### src/rtl/fallback_bridge_mc.sv
// fallback_bridge_mc: per-lane fallback event FIFOs drained round-robin into one registered host IRQ channel
// Ports:
//   clk, rst       clock, synchronous active-high reset
//   fail_valid     per-lane event strobe (NUM_CH)
//   fail_func_id   per-lane function id, lane i at [i*16 +: 16]
//   fail_token     per-lane token, lane i at [i*64 +: 64]
//   host_ready     host accepts the presented irq word
//   irq_valid      irq word present (registered)
//   irq_data       {token_hash[47:0], func_id[15:0]}
//   irq_ch         source lane of irq_data
//   cnt_overflows  per-lane saturating overflow counters, lane i at [i*32 +: 32]
//   fifo_level     per-lane occupancy, lane i at [i*LW +: LW]
//   irq_ts         enqueue cycle stamp aligned with irq_data (only with HDU_FB_TIMESTAMP_EN)
// Optional feature macro: HDU_FB_TIMESTAMP_EN
module fallback_bridge_mc #(
  parameter int NUM_CH = 4,
  parameter int FIFO_DEPTH = 8,
  parameter int FUNC_ID_WIDTH = 16,
  parameter int TOKEN_WIDTH = 64,
  parameter int DROP_OLDEST = 0,
  localparam int CW = (NUM_CH > 1) ? $clog2(NUM_CH) : 1,
  localparam int LW = $clog2(FIFO_DEPTH) + 1
) (
  input  logic                            clk,
  input  logic                            rst,
  input  logic [NUM_CH-1:0]               fail_valid,
  input  logic [NUM_CH*FUNC_ID_WIDTH-1:0] fail_func_id,
  input  logic [NUM_CH*TOKEN_WIDTH-1:0]   fail_token,
  input  logic                            host_ready,
  output logic                            irq_valid,
  output logic [63:0]                     irq_data,
  output logic [CW-1:0]                   irq_ch,
  output logic [NUM_CH*32-1:0]            cnt_overflows,
  output logic [NUM_CH*LW-1:0]            fifo_level
`ifdef HDU_FB_TIMESTAMP_EN
  ,
  output logic [31:0]                     irq_ts
`endif
);
  localparam int PW = $clog2(FIFO_DEPTH);
`ifdef HDU_FB_TIMESTAMP_EN
  localparam int EW = 96;
`else
  localparam int EW = 64;
`endif
  logic [EW-1:0] mem [NUM_CH][FIFO_DEPTH];
  logic [PW-1:0] rd_ptr [NUM_CH];
  logic [PW-1:0] wr_ptr [NUM_CH];
  logic [LW-1:0] cnt [NUM_CH];
  logic [31:0] ovf_cnt [NUM_CH];
  logic [63:0] word [NUM_CH];
  logic [EW-1:0] wdata [NUM_CH];
  logic [EW-1:0] head;
  logic [NUM_CH-1:0] full, evict, elig, pop, push, ovf;
  logic [CW-1:0] last, gnt, idx;
  logic load, found;
`ifdef HDU_FB_TIMESTAMP_EN
  logic [31:0] ts;
`endif
  always_comb begin
    load = !irq_valid || host_ready;
    found = 1'b0;
    gnt = '0;
    idx = '0;
    for (int i = 0; i < NUM_CH; i++) begin
      word[i] = {fail_token[i*TOKEN_WIDTH+16 +: 48] ^ {32'b0, fail_token[i*TOKEN_WIDTH +: 16]},
                 fail_func_id[i*FUNC_ID_WIDTH +: 16]};
`ifdef HDU_FB_TIMESTAMP_EN
      wdata[i] = {ts, word[i]};
`else
      wdata[i] = word[i];
`endif
      full[i] = cnt[i] == LW'(FIFO_DEPTH);
      // an evicting lane rewrites its own head this cycle, so it sits out arbitration
      evict[i] = (DROP_OLDEST != 0) && fail_valid[i] && full[i];
      elig[i] = (cnt[i] != '0) && !evict[i];
    end
    for (int k = 0; k < NUM_CH; k++) begin
      idx = CW'((int'(last) + 1 + k) % NUM_CH);
      if (!found && elig[idx]) begin
        found = 1'b1;
        gnt = idx;
      end
    end
    for (int i = 0; i < NUM_CH; i++) begin
      pop[i] = load && found && (gnt == CW'(i));
      // a full lane that is popped in the same cycle accepts the push as a normal write
      push[i] = fail_valid[i] && (!full[i] || pop[i] || evict[i]);
      ovf[i] = fail_valid[i] && full[i] && !pop[i];
    end
    head = mem[gnt][rd_ptr[gnt]];
    fifo_level = '0;
    cnt_overflows = '0;
    for (int i = 0; i < NUM_CH; i++) begin
      fifo_level[i*LW +: LW] = cnt[i];
      cnt_overflows[i*32 +: 32] = ovf_cnt[i];
    end
  end
  always_ff @(posedge clk) begin
    if (rst) begin
      irq_valid <= 1'b0;
      irq_data <= '0;
      irq_ch <= '0;
      last <= '0;
      for (int i = 0; i < NUM_CH; i++) begin
        rd_ptr[i] <= '0;
        wr_ptr[i] <= '0;
        cnt[i] <= '0;
        ovf_cnt[i] <= '0;
      end
    end else begin
      if (load) begin
        irq_valid <= found;
        if (found) begin
          irq_data <= head[63:0];
          irq_ch <= gnt;
          last <= gnt;
        end
      end
      for (int i = 0; i < NUM_CH; i++) begin
        if (push[i]) begin
          mem[i][wr_ptr[i]] <= wdata[i];
          wr_ptr[i] <= wr_ptr[i] + 1'b1;
        end
        if (pop[i] || evict[i]) rd_ptr[i] <= rd_ptr[i] + 1'b1;
        cnt[i] <= cnt[i] + LW'(push[i]) - LW'(pop[i] || evict[i]);
        if (ovf[i] && ovf_cnt[i] != '1) ovf_cnt[i] <= ovf_cnt[i] + 32'd1;
      end
    end
  end
`ifdef HDU_FB_TIMESTAMP_EN
  always_ff @(posedge clk) begin
    if (rst) begin
      ts <= '0;
      irq_ts <= '0;
    end else begin
      ts <= ts + 32'd1;
      if (load && found) irq_ts <= head[95:64];
    end
  end
`endif
`ifndef SYNTHESIS
  for (genvar k = 0; k < NUM_CH; k++) begin : g_lvl
    a_level: assert property (@(posedge clk) disable iff (rst) cnt[k] <= LW'(FIFO_DEPTH));
  end
  a_stall: assert property (@(posedge clk) disable iff (rst)
    irq_valid && !host_ready |=> irq_valid && $stable(irq_data) && $stable(irq_ch));
`endif
endmodule

### config.mk
export PLATFORM = sky130hd
export DESIGN_NAME = fallback_bridge_mc
export DESIGN_NICKNAME = d
export VERILOG_FILES = /design/src/rtl/fallback_bridge_mc.sv
export SDC_FILE = /design/constraint.sdc
export NUM_CORES = 2
export LEC_CHECK = 0
export ABC_AREA = 0
export ABC_CLOCK_PERIOD_IN_PS = 8000
export CAP_MARGIN = 20
export CORE_ASPECT_RATIO = 1.4
export CORE_MARGIN = 10
export CORE_UTILIZATION = 56
export CTS_BUF_LIST = sky130_fd_sc_hd__clkbuf_8
export DETAILED_ROUTE_END_ITERATION = 7
export PLACE_DENSITY_LB_ADDON = 0.05
export SLEW_MARGIN = 10
export SYNTH_ARGS = -nofsm -noshare
export SYNTH_HDL_FRONTEND = slang
export SYNTH_SLANG_ARGS = --single-unit
### constraint.sdc
create_clock -name clk -period 8 [get_ports clk]
set_input_delay 1.6 -clock clk [delete_from_list [all_inputs] [get_ports clk]]
set_output_delay 1.6 -clock clk [all_outputs]
set_load 0.005 [all_outputs]
==> flow_summary.ini <==
[critical_path]
cp_top_family = simple AND/OR/NAND/NOR gates
max_stage_delay_ns = 0.85
crit_buf_inv = 2
arrival_ns = 5.99
critical_path.cell_chain = inv_1 > ha_1 > nor3b_4 > nor3_1 > a211o_4 > nand3_1 > a31o_2 > nor2_1 > nand2_1 > nor2_4 > buf_4
path_class = register to register
crit_required_ns = 8.65
slowest_stage = nor2_4
crit_fanout = 66
start_kind = register
endpoint_kind = register

[cts]
cts_tree = built
clk_path_buf_depth = 4
cts_setup_buffers = 0
cts.sinks = 2283
cts_hold_buffers = 0
htreeDepth = 5
numCtsBuffers = 350
cts-root-buf = clkbuf_8
cts.reportedPaths.clkPinSlew_ns = 0.06
clk_latency_ns = 1.06
cts_resized = 0

[pwr]
p_comb_share_pct = 52.5
powerDensity_mw_per_mm2 = 468.3
seq_power_share_pct = 29.1
p_clk_share_pct = 18.4
power.internal_mw = 27.45
power_switching_share_pct = 44.56
switching_power_mw = 22.06
ir_worst_vdd_mv = 0.8610
leakage_nw = 35.69

[global_routing]
grt_usage_pct = 30.15
gr-total-overflow = 0
antenna_found_initial = 28
grt_max_degree = 238
grt_pass1_vias = 60560
grt_pass1_wl_um = 404700

[floorplanning]
rows = 175
coreArea_mm2 = 0.1625
die_h_um = 498.3
start_util_pct = 56.32
die-area_mm2 = 0.1802
die_x_um = 361.6
ios = 538

[synth]
syn_nets = 7049
ys_warn_count = 0
synthAdderAreaFrac_pct = 0.5797
postSynthCellCount = 6682
synth_top_family_by_area = compound AO/OA/AOI/OAI gates
yosysSeqAreaShare_pct = 74.01
async_flop_share_pct = 0
ys_ff_latch = 2283
synth-edff-count = 2200
synth_mux_area_share_pct = 0.03555
synth_cell_types = 54
synth-main-ff-cell = edfxtp_1
synth_xor_area_share_pct = 1.905
synth_compound_area_share_pct = 13.46
syn_area_per_cell_um2 = 13.69
synthesis.area_mm2 = 0.09151
yosys.area_share.simple_pct = 7.720

[timing]
hold_slack_ns = 0.5003
relSlewSlack_pct = 15.98
hold_viol = 0
min_period_ns = 5.340
fmax_mhz = 187.3
rsz0062_at_grt = no
tns_ns = 0
setup_viol = 0
drv_slew = 0
tightestPinTransition_ns = 1.260
period_share_pct = 66.75
finClkSkew_ns = 0.07035

[cells_and_area]
area_delta_synth_final_pct = 15.55
seq_area_mm2 = 0.06773
fillers = 12080
post-route-util_pct = 65.08
drive_above_1_share_pct = 8.277
final_nets = 7573
multi_input_area_mm2 = 0.02197

[route]
postRouteAntennaNets = 0
routedWlPerCell_um = 29.00
route.detailed.drc = 0
routed_wl_um = 278800
routed-via-count = 61350
drt_pass1_iterations = 7
vias_per_cell = 6.381
drt_first_iter_violations = 7529

[place]
placement.io_buffers = 537
hpwl_um = 146500
gp_congestion = 0.7827

[job]
drv_cap = 0

[outcome]
status = complete, no violations

[hold_path]
hp-class = register to register
==> path summary, 6_finish.rpt <==
| kind | from | to | slack (ns) | cells past startpoint |
|---|---|---|---|---|
| worst min-delay path | irq_data[16] | irq_data[16] | 0.50 | 2 |
| worst max register to register | cnt[0][6] | mem[0][60] | 2.66 | 11 |
| worst max-delay path | cnt[0][6] | mem[0][60] | 2.66 | 11 |
| worst min register to register | irq_data[16] | irq_data[16] | 0.50 | 2 |
==> synthesized netlist by cell type (9+ instances only) <==
cell | number | area (um2)
a2111oi_1 | 53 | 530.5
a2111oi_2 | 10 | 150.1
a211o_1 | 64 | 560.5
a211oi_1 | 68 | 510.5
a21oi_1 | 1101 | 5510
a221o_1 | 126 | 1261
a221oi_1 | 130 | 1139
a22oi_1 | 257 | 1929
a31o_1 | 51 | 446.7
a31o_2 | 13 | 113.9
and3_1 | 22 | 137.6
buf_1 | 45 | 168.9
buf_2 | 80 | 400.4
buf_4 | 10 | 75.07
clkbuf_1 | 339 | 1272
dfxtp_1 | 83 | 1662
edfxtp_1 | 2200 | 66060
ha_1 | 36 | 450.4
inv_1 | 47 | 176.4
nand2_1 | 1221 | 4583
nand2b_1 | 16 | 100.1
nand3_1 | 115 | 575.6
nand4_1 | 20 | 125.1
nor2_1 | 274 | 1028
nor2b_1 | 10 | 62.56
nor3_1 | 28 | 140.1
or2_2 | 9 | 56.30
xnor2_1 | 66 | 578.1
xor2_1 | 133 | 1165
==> sequential cells by signal, indices dropped and copies added (netlist names) <==
signal and flops:
mem 2048, ovf_cnt 128, irq_data 64, cnt 16
rd_ptr 12, wr_ptr 12, last 2, irq_valid 1
==> power by group through the flow <==
stage          sequential (mW)  clock [mW]  combinational (mW)
6_report                  14.4        9.12                26.0
5_1_grt                   14.5        9.79                28.1
4_1_cts                   14.4        9.25                25.6
3_5_place_dp              14.6           0                25.5
3_3_place_gp              14.6           0                25.1
2_1_floorplan             14.5           0                18.2
==> placed cells by master, fill, tap and decap left out, types with 6 or more instances in the layout <==
cell type,Yosys,final
buf_12,0,35
diode_2,0,12
inv_1,47,181
clkdlybuf4s50_1,0,536
a22oi_1,257,257
nand3_1,115,115
a221o_1,126,126
and4_1,8,8
nor2b_1,10,9
a2111oi_2,10,10
a211oi_1,68,67
ha_1,36,36
clkinv_2,0,28
a31o_2,13,13
xor2_1,133,133
bufinv_16,0,8
clkbuf_8,0,387
a21oi_1,1101,1101
and2_1,6,6
dfxtp_1,83,83
nor2_1,274,249
and3_1,22,22
nand2_1,1221,1220
nor2_4,0,25
nand4_1,20,20
nand2b_1,16,16
a221oi_1,130,130
xnor2_1,66,66
nor3_1,28,20
a21o_1,7,7
edfxtp_1,2200,2200
a211o_1,64,63
clkinv_1,0,60
a2111oi_1,53,53
buf_4,10,67
a31o_1,51,51
or2_2,9,9
nor3_2,0,8
==> per-layer routing <==
metal	vias to the layer above	track usage (%)	routed length, um
met5	-	0	206
met4	32	9.747	8398
met3	564	6.584	27390
met2	3429	49.77	136000
met1	30890	39.78	106800
li1	26430	-	-
==> cell families (layout without fill, tap and decap cells) <==
group	Yosys count	after routing
AND/OR/NAND/NOR	1746	1746
XOR/XNOR	199	199
other	0	12
buffers and inverters	521	1318
adder cells (fa/ha/maj)	40	40
multiplexers	2	2
AO/OA/AOI/OAI	1891	1891
flip-flops	2283	2283
==> layout make-up <==
type                            count  area share (%)
Tap cell                         2124           2.513
Sequential cell                  2283           64.05
Antenna cell                       12         0.02840
Inverter                           47          0.1668
Clock inverter                    238           1.109
Timing Repair Buffer              646           6.320
Clock buffer                      387           5.037
Multi-Input combinational cell   3878           20.77
==> worst min-delay path: stages, from the launching register on <==
cell,delay [ns]
dfxtp_1,0.31
nor2_1,0.10
nor3_1,0.05
==> metrics by stage <==
stage               instance area (um2)  std cells  total power, mW  worst slack [ns]
CTS                              105600       9600            49.26             2.584
global route                     105700       9606            52.30             2.313
detailed placement                99150       8975            40.16             2.146
floorplan                         91510       6682            32.77            0.1428
finish                           105700       9615            49.52             2.660
global placement                  99110       8971            39.77             2.123
(Power assumes the default switching activity.)
